<file path="src/rtl/fp_pkg.sv">
// Shared definitions for the binary16 alignment-control slice: field widths,
// the unpacked operand record and the mantissa-extension helper.
package fp_pkg;

    localparam int EXP_W  = 5;
    localparam int FRAC_W = 10;
    localparam int SH_W   = 4;
    localparam int DATA_W = 2 ** SH_W;

    localparam logic [EXP_W-1:0] EXP_SPECIAL = 5'h1F;

    // One operand after unpacking; eff_exp is already corrected for subnormals.
    typedef struct packed {
        logic              sign;
        logic [EXP_W-1:0]  eff_exp;
        logic              hidden;
        logic [FRAC_W-1:0] frac;
    } fp16_unpacked_t;

    // Left-justify {hidden, frac} in the shifter data width so right shifts
    // keep guard bits below the fraction.
    function automatic logic [DATA_W-1:0] ext_mant(input fp16_unpacked_t u);
        return {u.hidden, u.frac, {(DATA_W-FRAC_W-1){1'b0}}};
    endfunction

endpackage

</file>
<file path="src/rtl/fp_align_ctrl_if.sv">
// Handshake and data bundle between the operand source, the alignment stage
// and the downstream shifter/adder.
interface fp_align_ctrl_if;
    import fp_pkg::*;

    logic              in_valid;
    logic              in_ready;
    logic [15:0]       op_a;
    logic [15:0]       op_b;
    logic              out_valid;
    logic              out_ready;
    logic [DATA_W-1:0] mant_big;
    logic [DATA_W-1:0] mant_small;
    logic [SH_W-1:0]   shamt;
    logic [EXP_W-1:0]  exp_big;
    logic              sign_big;
    logic              sign_small;
    logic              swap;
    logic              flush;
    logic              special;

    // Producer of operands and consumer of aligned results.
    modport master (
        output in_valid, op_a, op_b, out_ready,
        input  in_ready, out_valid, mant_big, mant_small, shamt, exp_big,
               sign_big, sign_small, swap, flush, special
    );

    // The alignment stage itself.
    modport slave (
        input  in_valid, op_a, op_b, out_ready,
        output in_ready, out_valid, mant_big, mant_small, shamt, exp_big,
               sign_big, sign_small, swap, flush, special
    );

endinterface

</file>
<file path="src/rtl/fp16_unpack.sv">
// Combinational unpack of one binary16 operand into sign / effective exponent /
// hidden bit / fraction, plus its raw magnitude key for ordering.
module fp16_unpack
    import fp_pkg::*;
(
    input  logic [15:0]    i_op,
    output fp16_unpacked_t o_unp,
    output logic [14:0]    o_key
);

    logic [EXP_W-1:0] w_exp;

    assign w_exp = i_op[14:10];

    // Subnormals (exp==0) share the scale of exp==1 but have no hidden bit.
    always_comb begin
        o_unp.sign    = i_op[15];
        o_unp.hidden  = (w_exp != '0);
        o_unp.eff_exp = (w_exp == '0) ? EXP_W'(1) : w_exp;
        o_unp.frac    = i_op[FRAC_W-1:0];
    end

    // Raw {exp, frac} orders magnitudes correctly, subnormals included.
    assign o_key = i_op[14:0];

endmodule

</file>
<file path="src/rtl/fp_align_ctrl.sv">
// Exponent compare and alignment control ahead of the 16-bit barrel shifter.
// S1 captures both unpacked operands, the swap decision and the exponent
// difference; S2 orders the fields and saturates the shift amount.
module fp_align_ctrl
    import fp_pkg::*;
(
    input  logic clk,
    input  logic rst,
    fp_align_ctrl_if.slave bus
);

    fp16_unpacked_t w_unp [2];
    logic [14:0]    w_key [2];
    logic [15:0]    w_op  [2];

    assign w_op[0] = bus.op_a;
    assign w_op[1] = bus.op_b;

    generate
        for (genvar gi = 0; gi < 2; gi++) begin : g_unpack
            fp16_unpack u_unpack (
                .i_op  (w_op[gi]),
                .o_unp (w_unp[gi]),
                .o_key (w_key[gi])
            );
        end
    endgenerate

    // Ordering: B wins only on a strictly larger magnitude.
    logic             w_swap;
    logic [EXP_W-1:0] w_diff;

    assign w_swap = (w_key[1] > w_key[0]);
    assign w_diff = w_swap ? (w_unp[1].eff_exp - w_unp[0].eff_exp)
                           : (w_unp[0].eff_exp - w_unp[1].eff_exp);

    // Handshake: each stage moves when its downstream slot is free or draining.
    logic r_s1_valid;
    logic r_s2_valid;
    logic w_s2_adv;
    logic w_s1_adv;

    assign w_s2_adv     = !r_s2_valid || bus.out_ready;
    assign w_s1_adv     = !r_s1_valid || w_s2_adv;
    assign bus.in_ready = w_s1_adv;

    fp16_unpacked_t   r_s1_a;
    fp16_unpacked_t   r_s1_b;
    logic             r_s1_swap;
    logic [EXP_W-1:0] r_s1_diff;

    // Stage 1 register: raw unpacked operands, swap and exponent difference.
    always_ff @(posedge clk or posedge rst) begin
        if (rst) begin
            r_s1_valid <= 1'b0;
            r_s1_a     <= '0;
            r_s1_b     <= '0;
            r_s1_swap  <= 1'b0;
            r_s1_diff  <= '0;
        end else if (w_s1_adv) begin
            r_s1_valid <= bus.in_valid;
            if (bus.in_valid) begin
                r_s1_a    <= w_unp[0];
                r_s1_b    <= w_unp[1];
                r_s1_swap <= w_swap;
                r_s1_diff <= w_diff;
            end
        end
    end

    // Stage 2 combinational ordering and saturation (diff[4] means >= 16).
    fp16_unpacked_t  w_big;
    fp16_unpacked_t  w_small;
    logic            w_flush;
    logic [SH_W-1:0] w_shamt;
    logic            w_special;

    assign w_big     = r_s1_swap ? r_s1_b : r_s1_a;
    assign w_small   = r_s1_swap ? r_s1_a : r_s1_b;
    assign w_flush   = r_s1_diff[EXP_W-1];
    assign w_shamt   = w_flush ? {SH_W{1'b1}} : r_s1_diff[SH_W-1:0];
    assign w_special = (r_s1_a.eff_exp == EXP_SPECIAL) || (r_s1_b.eff_exp == EXP_SPECIAL);

    logic [DATA_W-1:0] r_mant_big;
    logic [DATA_W-1:0] r_mant_small;
    logic [SH_W-1:0]   r_shamt;
    logic [EXP_W-1:0]  r_exp_big;
    logic              r_sign_big;
    logic              r_sign_small;
    logic              r_swap;
    logic              r_flush;
    logic              r_special;

    // Stage 2 register: holds the result steady while downstream stalls.
    always_ff @(posedge clk or posedge rst) begin
        if (rst) begin
            r_s2_valid   <= 1'b0;
            r_mant_big   <= '0;
            r_mant_small <= '0;
            r_shamt      <= '0;
            r_exp_big    <= '0;
            r_sign_big   <= 1'b0;
            r_sign_small <= 1'b0;
            r_swap       <= 1'b0;
            r_flush      <= 1'b0;
            r_special    <= 1'b0;
        end else if (w_s2_adv) begin
            r_s2_valid <= r_s1_valid;
            if (r_s1_valid) begin
                r_mant_big   <= ext_mant(w_big);
                r_mant_small <= w_flush ? '0 : ext_mant(w_small);
                r_shamt      <= w_shamt;
                r_exp_big    <= w_big.eff_exp;
                r_sign_big   <= w_big.sign;
                r_sign_small <= w_small.sign;
                r_swap       <= r_s1_swap;
                r_flush      <= w_flush;
                r_special    <= w_special;
            end
        end
    end

    assign bus.out_valid  = r_s2_valid;
    assign bus.mant_big   = r_mant_big;
    assign bus.mant_small = r_mant_small;
    assign bus.shamt      = r_shamt;
    assign bus.exp_big    = r_exp_big;
    assign bus.sign_big   = r_sign_big;
    assign bus.sign_small = r_sign_small;
    assign bus.swap       = r_swap;
    assign bus.flush      = r_flush;
    assign bus.special    = r_special;

endmodule

</file>
<file path="src/flat_wrapper.sv">
// flat-port wrapper written by rule: the top's interface ports become plain ports
module fp_align_ctrl_flat import fp_pkg::*;
  (clk, rst, bus_in_valid, bus_op_a, bus_op_b, bus_out_ready, bus_in_ready, bus_out_valid, bus_mant_big, bus_mant_small, bus_shamt, bus_exp_big, bus_sign_big, bus_sign_small, bus_swap, bus_flush, bus_special);
  fp_align_ctrl_if bus_i ();
  input  logic clk;
  input  logic rst;
  input wire logic [$bits(bus_i.in_valid)-1:0] bus_in_valid;
  input wire logic [$bits(bus_i.op_a)-1:0] bus_op_a;
  input wire logic [$bits(bus_i.op_b)-1:0] bus_op_b;
  input wire logic [$bits(bus_i.out_ready)-1:0] bus_out_ready;
  output wire logic [$bits(bus_i.in_ready)-1:0] bus_in_ready;
  output wire logic [$bits(bus_i.out_valid)-1:0] bus_out_valid;
  output wire logic [$bits(bus_i.mant_big)-1:0] bus_mant_big;
  output wire logic [$bits(bus_i.mant_small)-1:0] bus_mant_small;
  output wire logic [$bits(bus_i.shamt)-1:0] bus_shamt;
  output wire logic [$bits(bus_i.exp_big)-1:0] bus_exp_big;
  output wire logic [$bits(bus_i.sign_big)-1:0] bus_sign_big;
  output wire logic [$bits(bus_i.sign_small)-1:0] bus_sign_small;
  output wire logic [$bits(bus_i.swap)-1:0] bus_swap;
  output wire logic [$bits(bus_i.flush)-1:0] bus_flush;
  output wire logic [$bits(bus_i.special)-1:0] bus_special;
  assign bus_i.in_valid = bus_in_valid;
  assign bus_i.op_a = bus_op_a;
  assign bus_i.op_b = bus_op_b;
  assign bus_i.out_ready = bus_out_ready;
  assign bus_in_ready = bus_i.in_ready;
  assign bus_out_valid = bus_i.out_valid;
  assign bus_mant_big = bus_i.mant_big;
  assign bus_mant_small = bus_i.mant_small;
  assign bus_shamt = bus_i.shamt;
  assign bus_exp_big = bus_i.exp_big;
  assign bus_sign_big = bus_i.sign_big;
  assign bus_sign_small = bus_i.sign_small;
  assign bus_swap = bus_i.swap;
  assign bus_flush = bus_i.flush;
  assign bus_special = bus_i.special;
  fp_align_ctrl u_core (.clk(clk), .rst(rst), .bus(bus_i));
endmodule
</file>
<file path="config.mk">
export PLATFORM = sky130hd
export DESIGN_NAME = fp_align_ctrl_flat
export DESIGN_NICKNAME = d
export VERILOG_FILES = /design/src/rtl/fp_pkg.sv /design/src/rtl/fp_align_ctrl_if.sv /design/src/rtl/fp16_unpack.sv /design/src/rtl/fp_align_ctrl.sv /design/src/flat_wrapper.sv
export SDC_FILE = /design/constraint.sdc
export NUM_CORES = 1
export LEC_CHECK = 0
export ABC_CLOCK_PERIOD_IN_PS = 5250
export BUFFER_PORTS_ARGS = -buffer_cell sky130_fd_sc_hd__buf_4
export CORE_UTILIZATION = 59
export DETAILED_ROUTE_END_ITERATION = 10
export GPL_TIMING_DRIVEN = 1
export PLACE_DENSITY_LB_ADDON = 0.1
export SYNTH_ARGS = -nofsm -noshare
export SYNTH_HDL_FRONTEND = slang
export SYNTH_SLANG_ARGS = --single-unit
</file>
<file path="constraint.sdc">
create_clock -name clk -period 5.25 [get_ports clk]
set_input_delay 0.2625 -clock clk [delete_from_list [all_inputs] [get_ports clk]]
set_output_delay 0.2625 -clock clk [all_outputs]
set_load 0.02 [all_outputs]
</file>
==> impl_table.tex, run 1 <==
\begin{tabular}{lr}
\hline
Metric & Value \\
\hline
\multicolumn{2}{l}{\textbf{Global routing}} \\
Most heavily used metal layer in global routing & met1 \\
Global-route wire length before repair & 14.7 mm \\
Number of global-route vias before repair & 2992 \\
Gr usage total & 0.268 \\
Met3 Track Usage GR & 0.0482 \\
Number of antenna violations at the first check in global routing & 0 \\
Global routing usage on met1 & 0.404 \\
Met2 track demand over resource & 0.397 \\
Pin count of the biggest net entering global routing & 79 \\
Remaining Overflow, GRT & 0 \\
\multicolumn{2}{l}{\textbf{Final layout}} \\
Area Growth Syn to Fin & 18.7\% \\
NumNets Final & 546 \\
Diode insertion count for antenna repair & 0 \\
Layout cell share with drive strength beyond 1 & 0.206 \\
Final instance count without filler cells & 568 \\
\multicolumn{2}{l}{\textbf{Floorplanning}} \\
Core box area & 6460 sq um \\
Horizontal extent of the die & 84.7 um \\
Die ar. & 7170 sq um \\
Number of placement rows & 29 \\
Vertical extent of the die & 84.7 um \\
Initial standard-cell utilization of the core & 0.624 \\
Number of top-level pins & 84 \\
\multicolumn{2}{l}{\textbf{Power and ir drop}} \\
Combinational group share of total power & 0.279 \\
Cell area power density & 386 nW/um\^{}2 \\
Clock network fraction of design power & 0.284 \\
Switching power as a share of total power & 0.332 \\
Internal power & 1230 uW \\
Sequential share of power & 0.438 \\
Switching pwr & 613 uW \\
Maximum vdd drop & 191 uV \\
Leak pwr & 0.00242 uW \\
\multicolumn{2}{l}{\textbf{Critical path}} \\
Crit path launch type & input port \\
Crit Reg-Reg Startpoint & u\_core.r\_s1\_valid \\
Crit Path Class & input port to flip-flop \\
Arr. time, crit path & 2.53 ns \\
Nature of the critical path endpoint & flip-flop \\
Depth of the worst register-to-register path & 5 \\
Destination of the worst register-to-register timing path & u\_core.r\_s1\_diff[4] \\
Setup slack of the worst register-to-register path & 3.29 ns \\
Required time at the worst-slack endpoint & 5.54 ns \\
Maximum fanout encountered on the critical timing path & 5 \\
\multicolumn{2}{l}{\textbf{Hold path}} \\
Hold WC Path Type & input port to flip-flop \\
Hold Path End & u\_core.r\_s1\_b[6] \\
Worst hold path stage count & 3 \\
Hold path startpoint & bus\_op\_b[6] \\
\multicolumn{2}{l}{\textbf{Yosys}} \\
Number of instances in the synthesized netlist & 429 \\
Distinct cell type count of the synthesized netlist & 40 \\
Most numerous cell types in the synthesized netlist & sky130\_fd\_sc\_hd\_\_nand2\_1, sky130\_fd\_sc\_hd\_\_dfrtp\_1, sky130\_fd\_sc\_hd\_\_o21ai\_0, sky130\_fd\_sc\_hd\_\_mux2i\_1, sky130\_fd\_sc\_hd\_\_clkbuf\_1 \\
Post-Synthesis Mean Instance Area & 9.39 sq um \\
Post-synth EDFFs & 0 \\
Share of Yosys cell area claimed by the top area cell type & 0.484 \\
Cell Area, Synth & 4030 sq um \\
Proportion of synthesized flip-flops having asynchronous set or reset & 1.00 \\
Sequential share of the synthesized area & 0.484 \\
Post-synthesis register bit count & 78 \\
Most used standard cell by instance count after synthesis & sky130\_fd\_sc\_hd\_\_nand2\_1 \\
Synth warn & 0 \\
Synth area leader & sky130\_fd\_sc\_hd\_\_dfrtp\_1 \\
Top area cells in the synthesized netlist & sky130\_fd\_sc\_hd\_\_dfrtp\_1, sky130\_fd\_sc\_hd\_\_nand2\_1, sky130\_fd\_sc\_hd\_\_mux2i\_1 \\
Top FF cell, synth & sky130\_fd\_sc\_hd\_\_dfrtp\_1 \\
\multicolumn{2}{l}{\textbf{Clock tree}} \\
CTS root buf & sky130\_fd\_sc\_hd\_\_clkbuf\_8 \\
CTS sink cnt & 78 \\
Post-CTS Hold Buffers & 0 \\
Worst-path clk slew & 0.08 ns \\
Total setup buffers inserted after CTS & 0 \\
Skew-Pair Late Insertion Delay & 0.36 ns \\
CTS tree & done \\
Maximum buffer depth of the clock tree & 2 \\
Post-cts gate resize count & 0 \\
Clock H-tree levels & 3 \\
Clock buffer count from CTS & 9 \\
\multicolumn{2}{l}{\textbf{Timing}} \\
Sum of negative setup slack & 0 ns \\
Final min period & 2.24 ns \\
Worst relative slew slack & 0.269 \\
Achievable frequency & 446 MHz \\
Final worst clock skew & 0.00949 ns \\
Post-route setup slack & 3.01 ns \\
Worst-Margin Slew & 1.09 ns \\
RSZ-0062 raised after global routing & false \\
Endpoints failing hold & 0 \\
Pins Over Slew Limit & 0 \\
Final setup violation count & 0 \\
Crit share post-route & 0.427 \\
\multicolumn{2}{l}{\textbf{Flow run}} \\
Total of max-cap violations & 0 \\
\multicolumn{2}{l}{\textbf{Place}} \\
Worst setup slack before clock tree synthesis & 2.65 ns \\
Cell Count Post-Placement & 552 \\
Total of buffers placed on input and output ports & 73 \\
Final weighted congestion in routability-driven placement & 0.913 \\
Dpl hpwl & 6.31 mm \\
\multicolumn{2}{l}{\textbf{Detailed routing}} \\
Number of iterations in the first detailed-routing pass & 8 \\
Routed Antenna Nets & 0 \\
Via count & 3074 \\
Final Routed Wirelength & 8.91 mm \\
Number of DRC violations after detailed-routing iteration 0 & 194 \\
Drt via density & 5.41 \\
Remaining design rule violation count & 6 \\
Average wire per cell in the routed design & 15.7 um \\
\multicolumn{2}{l}{\textbf{Run status}} \\
Failing checks & design-rule violations \\
Status & finished, violations left \\
\hline
\end{tabular}
-- layout make-up --
type | count | area, sq um
flip-flops and latches | 78 | 1950
multi-input cells | 297 | 1840
fillers | 493 | 1680
repair buffers | 76 | 571
clock buffers | 12 | 155
well taps | 77 | 96.3
inverters | 24 | 90.1
clock inverters | 4 | 77.6
-- worst max-delay path: stages --
cell	delay, ns
sky130_fd_sc_hd__buf_4	0.14
sky130_fd_sc_hd__or4_4	0.56
sky130_fd_sc_hd__nand2_1	0.09
sky130_fd_sc_hd__ha_1	0.13
sky130_fd_sc_hd__inv_1	0.06
sky130_fd_sc_hd__fa_1	0.40
sky130_fd_sc_hd__a21o_1	0.19
sky130_fd_sc_hd__a21oi_1	0.18
sky130_fd_sc_hd__nand3_1	0.09
sky130_fd_sc_hd__mux2_1	0.33
sky130_fd_sc_hd__nand4_1	0.09
-- layer usage --
metal | vias up | part of all wire
met1 | 1428 | 0.50
met2 | 97 | 0.44
met5 | - | 0
li1 | 1537 | -
met4 | 0 | 0.012
met3 | 12 | 0.048
-- stage by stage --
step	utilization	total power (uW)	hold slack [ns]	area, sq um
floorplan	-	1130	0.368	4060
global placement	0.704	1320	0.462	4550
detailed placement	0.704	1330	0.467	4550
CTS	0.740	1860	0.0927	4780
global route	0.740	1940	0.107	4780
finish	0.740	1840	0.106	4780
-- logic make-up (layout without fill, tap and decap cells) --
family,after synthesis,count (layout),share of synthesized area
muxes,33,33,0.0829
adders and majority gates,24,24,0.0782
other,1,10,0.000930
buffers and inverters,63,116,0.0680
AOI/OAI and AO/OA,81,81,0.125
and+or+nand+nor,148,148,0.158
DFF,78,78,0.484
xor gates and xnor gates,1,1,0.00217
-- power groups by stage --
stage	registers [uW]	clock network (uW)	logic, uW
after floorplan	878	0	248
final	808	523	514
after global routing	822	552	564
after global placement	813	0	503
after CTS	808	531	517
after detailed placement	820	0	515
-- placed cells by master (no fill, tap or decap), types with 2 or more instances in the layout --
cell and count:
sky130_fd_sc_hd__buf_4 76, sky130_fd_sc_hd__mux2_2 2, sky130_fd_sc_hd__o21ai_0 45, sky130_fd_sc_hd__dfrtp_1 78
sky130_fd_sc_hd__nand4_1 4, sky130_fd_sc_hd__a31oi_1 4, sky130_fd_sc_hd__nand3b_1 2, sky130_fd_sc_hd__ha_1 22
sky130_fd_sc_hd__nand4b_1 2, sky130_fd_sc_hd__a21oi_1 6, sky130_fd_sc_hd__bufinv_16 2, sky130_fd_sc_hd__o31ai_1 11
sky130_fd_sc_hd__conb_1 10, sky130_fd_sc_hd__a21o_1 7, sky130_fd_sc_hd__and3_1 2, sky130_fd_sc_hd__nor3_1 3
sky130_fd_sc_hd__nand2b_1 5, sky130_fd_sc_hd__fa_1 2, sky130_fd_sc_hd__clkbuf_8 11, sky130_fd_sc_hd__inv_1 23
sky130_fd_sc_hd__nand2_1 101, sky130_fd_sc_hd__nand3_1 8, sky130_fd_sc_hd__mux2i_1 30, sky130_fd_sc_hd__nor2_1 14
-- state kept, by name, summed over array words and instances (netlist names), 4 cells and up --
register	cells
u_core.bus.shamt	4
u_core.bus.exp_big	5
u_core.r_s1_a	17
u_core.bus.mant_small	11
u_core.bus.mant_big	11
u_core.r_s1_b	17
u_core.r_s1_diff	5
-- worst max path at each step --
stage	start	end	cells after the start
6_report	bus_op_b[11]	u_core.r_s1_diff[4]	11
3_5_place_dp	bus_op_b[11]	u_core.r_s1_diff[4]	11
5_1_grt	bus_op_b[11]	u_core.r_s1_diff[4]	11
3_3_place_gp	bus_op_b[11]	u_core.r_s1_diff[4]	11
2_1_floorplan	bus_op_b[11]	u_core.r_s1_diff[4]	10
4_1_cts	bus_op_b[11]	u_core.r_s1_diff[4]	11
No activity file was read; power rests on OpenSTA's default activity.
==> run 2, diff against run 1 <==
--- a/config.mk
+++ b/config.mk
@@ -5,9 +5,9 @@
 export SDC_FILE = /design/constraint.sdc
 export NUM_CORES = 1
 export LEC_CHECK = 0
-export ABC_CLOCK_PERIOD_IN_PS = 5250
+export ABC_CLOCK_PERIOD_IN_PS = 1800
 export BUFFER_PORTS_ARGS = -buffer_cell sky130_fd_sc_hd__buf_4
-export CORE_UTILIZATION = 59
+export CORE_UTILIZATION = 50
 export DETAILED_ROUTE_END_ITERATION = 10
 export GPL_TIMING_DRIVEN = 1
 export PLACE_DENSITY_LB_ADDON = 0.1
==> constraint.sdc (replaced) <==
create_clock -name clk -period 1.8 [get_ports clk]
set_input_delay 0.09 -clock clk [delete_from_list [all_inputs] [get_ports clk]]
set_output_delay 0.09 -clock clk [all_outputs]
set_load 0.02 [all_outputs]
==> impl_table.tex, run 2 (synthesized netlist as in run 1, its figures left out) <==
\begin{tabular}{lr}
\hline
Metric & Value \\
\hline
\multicolumn{2}{l}{\textbf{Critical path}} \\
Setup slack of the worst register-to-register path & 0.35 ns (-2.94 ns) \\
Crit Reg-Reg Startpoint & u\_core.r\_s1\_valid \\
Nature of the critical path endpoint & flip-flop \\
Required time at the worst-slack endpoint & 2.08 ns (-3.46 ns) \\
Destination of the worst register-to-register timing path & u\_core.r\_s1\_diff[3] \\
Maximum fanout encountered on the critical timing path & 2 (-3) \\
Arr. time, crit path & 2.12 ns (-0.41 ns) \\
Worst setup path startpoint & bus\_op\_b[11] \\
Crit Path Class & input port to flip-flop \\
Capture point of the critical path & u\_core.r\_s1\_diff[4] \\
Depth of the worst register-to-register path & 6 (+1) \\
Crit path launch type & input port \\
\multicolumn{2}{l}{\textbf{Final layout}} \\
NumNets Final & 591 (+8.2\%) \\
Final core utilization & 0.681 (-0.0590) \\
Final instance count without filler cells & 638 (+12\%) \\
Layout cell share with drive strength beyond 1 & 0.257 (+0.0518) \\
Diode insertion count for antenna repair & 0 (unchanged) \\
\# fillers & 629 (+28\%) \\
Biggest regs & u\_core.r\_s1\_a (17), u\_core.r\_s1\_b (17) \\
Top library cells by usage in the layout, fill and taps aside & sky130\_fd\_sc\_hd\_\_buf\_4, sky130\_fd\_sc\_hd\_\_nand2\_1, sky130\_fd\_sc\_hd\_\_dfrtp\_1, sky130\_fd\_sc\_hd\_\_o21ai\_0, sky130\_fd\_sc\_hd\_\_mux2i\_1 \\
Cell area after layout & 5290 sq um (+11\%) \\
Leading cell type in the layout, fill and taps excluded & sky130\_fd\_sc\_hd\_\_buf\_4 \\
Area Growth Syn to Fin & 31.3\% \\
\multicolumn{2}{l}{\textbf{Power and ir drop}} \\
Post-route total power & 5570 uW (+200\%) \\
Maximum vdd drop & 628 uV (+230\%) \\
Cell area power density & 1050 nW/um\^{}2 (+170\%) \\
Leak pwr & 0.00266 uW (+9.6\%) \\
\multicolumn{2}{l}{\textbf{Floorplanning}} \\
Horizontal extent of the die & 91.8 um (+8.4\%) \\
Vertical extent of the die & 91.8 um (+8.4\%) \\
Initial standard-cell utilization of the core & 0.519 (-0.105) \\
Core box area & 7770 sq um (+20\%) \\
Number of placement rows & 32 (+10\%) \\
Number of top-level pins & 84 (unchanged) \\
Die ar. & 8420 sq um (+18\%) \\
\multicolumn{2}{l}{\textbf{Global routing}} \\
Number of antenna violations at the first check in global routing & 0 (unchanged) \\
Remaining Overflow, GRT & 0 (unchanged) \\
Gr usage total & 0.244 (-0.0239) \\
Global-route wire length before repair & 15.8 mm (+7.3\%) \\
Pin count of the biggest net entering global routing & 32 (-59\%) \\
Number of global-route vias before repair & 3159 (+5.6\%) \\
\multicolumn{2}{l}{\textbf{Timing}} \\
Final setup violation count & 1 (+1) \\
Pins Over Slew Limit & 0 (unchanged) \\
Achievable frequency & 543 MHz \\
RSZ-0062 raised after global routing & true \\
Worst relative slew slack & 0.548 (+0.278) \\
Crit share post-route & 1.02 \\
Endpoints failing hold & 0 (unchanged) \\
Worst-Margin Slew & 0.677 ns (-0.415 ns) \\
Sum of negative setup slack & -0.0406 ns (-0.0406 ns) \\
Final min period & 1.84 ns \\
Post-route setup slack & -0.0406 ns (-3.05 ns) \\
Final worst clock skew & 0.00778 ns (-0.00172 ns) \\
\multicolumn{2}{l}{\textbf{Clock tree}} \\
Worst-path clk slew & 0.08 ns (about the same) \\
Skew-Pair Late Insertion Delay & 0.34 ns (-0.02 ns) \\
CTS root buf & sky130\_fd\_sc\_hd\_\_clkbuf\_8 \\
CTS sink cnt & 78 (unchanged) \\
Clock buffer count from CTS & 9 (unchanged) \\
Clock H-tree levels & 3 (unchanged) \\
Maximum buffer depth of the clock tree & 2 (unchanged) \\
CTS tree & done \\
\multicolumn{2}{l}{\textbf{Place}} \\
Dpl hpwl & 6.88 mm (+9.0\%) \\
Final weighted congestion in routability-driven placement & 0.850 (-6.8\%) \\
Post-DP Area & 4870 sq um (+7.0\%) \\
Cell Count Post-Placement & 607 (+10\%) \\
Total of buffers placed on input and output ports & 73 (unchanged) \\
\multicolumn{2}{l}{\textbf{Detailed routing}} \\
Number of DRC violations after detailed-routing iteration 0 & 153 (-21\%) \\
Average wire per cell in the routed design & 14.4 um (-8.4\%) \\
Via count & 3258 (+6.0\%) \\
Number of iterations in the first detailed-routing pass & 4 (-4) \\
Final Routed Wirelength & 9.16 mm (+2.8\%) \\
Routed Antenna Nets & 0 (unchanged) \\
Drt via density & 5.11 (-5.6\%) \\
Remaining design rule violation count & 0 (-6) \\
\multicolumn{2}{l}{\textbf{Run status}} \\
Failing checks & negative setup slack \\
Status & finished, violations left \\
\multicolumn{2}{l}{\textbf{Hold path}} \\
Hold WC Path Type & input port to flip-flop \\
\multicolumn{2}{l}{\textbf{Flow run}} \\
Total of max-cap violations & 0 (unchanged) \\
\hline
\end{tabular}
==> run 2: cell types whose count changed in the layout (fill, tap and decap cells not counted), moves of 2 or more <==
cell                            delta
sky130_fd_sc_hd__buf_12            +4
sky130_fd_sc_hd__clkinvlp_4        +2
sky130_fd_sc_hd__buf_6             +2
sky130_fd_sc_hd__dlygate4sd3_1    +14
sky130_fd_sc_hd__buf_4            +25
==> run 2: how the worst min path moves through the flow <==
stage                        startpoint                   endpoint  slack [ns]  cells after the start
final                     bus_out_ready       u_core.bus.out_valid        0.04                      3
after global routing        bus_op_a[7]           u_core.r_s1_a[7]        0.04                      3
after floorplan             bus_op_a[0]           u_core.r_s1_a[0]        0.20                      2
after global placement              rst   u_core.bus.mant_small[8]        0.24                      2
after CTS                   bus_op_a[7]           u_core.r_s1_a[7]        0.03                      3
after detailed placement            rst  u_core.bus.mant_small[11]        0.23                      2
==> run 2: layout make-up <==
cell class / count / area (sq um) / share of cell area
multi-input cells: 297 / 1870 / 0.353
repair buffers: 121 / 1000 / 0.189
well taps: 102 / 128 / 0.0241
clock inverters: 5 / 106 / 0.0201
inverters: 24 / 93.8 / 0.0177
flip-flops and latches: 78 / 1950 / 0.369
clock buffers: 11 / 141 / 0.0267
==> run 2: routing by layer <==
metal | share of wire | global-route usage
met2 | 0.45 | 0.370
met4 | 0.011 | 0.0703
met5 | 0 | 0
met3 | 0.049 | 0.0423
met1 | 0.49 | 0.361
==> run 2: per-stage QoR <==
stage	setup WS (ns)	hold WS [ns]
floorplan	-0.267	0.195
global placement	-0.393	0.236
detailed placement	-0.464	0.233
CTS	0.0111	0.0272
global route	-0.0922	0.0378
finish	-0.0406	0.0378
==> run 2: power breakdown <==
group	switching (uW)	internal (uW)	total (uW)
clock	635	962	1600
sequential	276	2090	2370
combinational	872	739	1610
total	1780	3790	5570
==> run 2: critical path, stage by stage <==
cell and delay, ns:
sky130_fd_sc_hd__buf_6 0.09, sky130_fd_sc_hd__or4_4 0.55, sky130_fd_sc_hd__nand2_4 0.10, sky130_fd_sc_hd__ha_4 0.12, sky130_fd_sc_hd__inv_2 0.04, sky130_fd_sc_hd__fa_2 0.33
sky130_fd_sc_hd__a21o_1 0.18, sky130_fd_sc_hd__a21oi_2 0.16, sky130_fd_sc_hd__nand3_1 0.12, sky130_fd_sc_hd__mux2_4 0.28, sky130_fd_sc_hd__nand4_1 0.07
==> run 2: what timing repair did <==
action | in CTS | in global routing
pin swaps | 6 | 5
setup endpoints to repair | 1 | 2
hold buffers | 14 | 0
setup buffers | 1 | 0
gates resized for setup | 5 | 3
hold endpoints to repair | 39 | 0
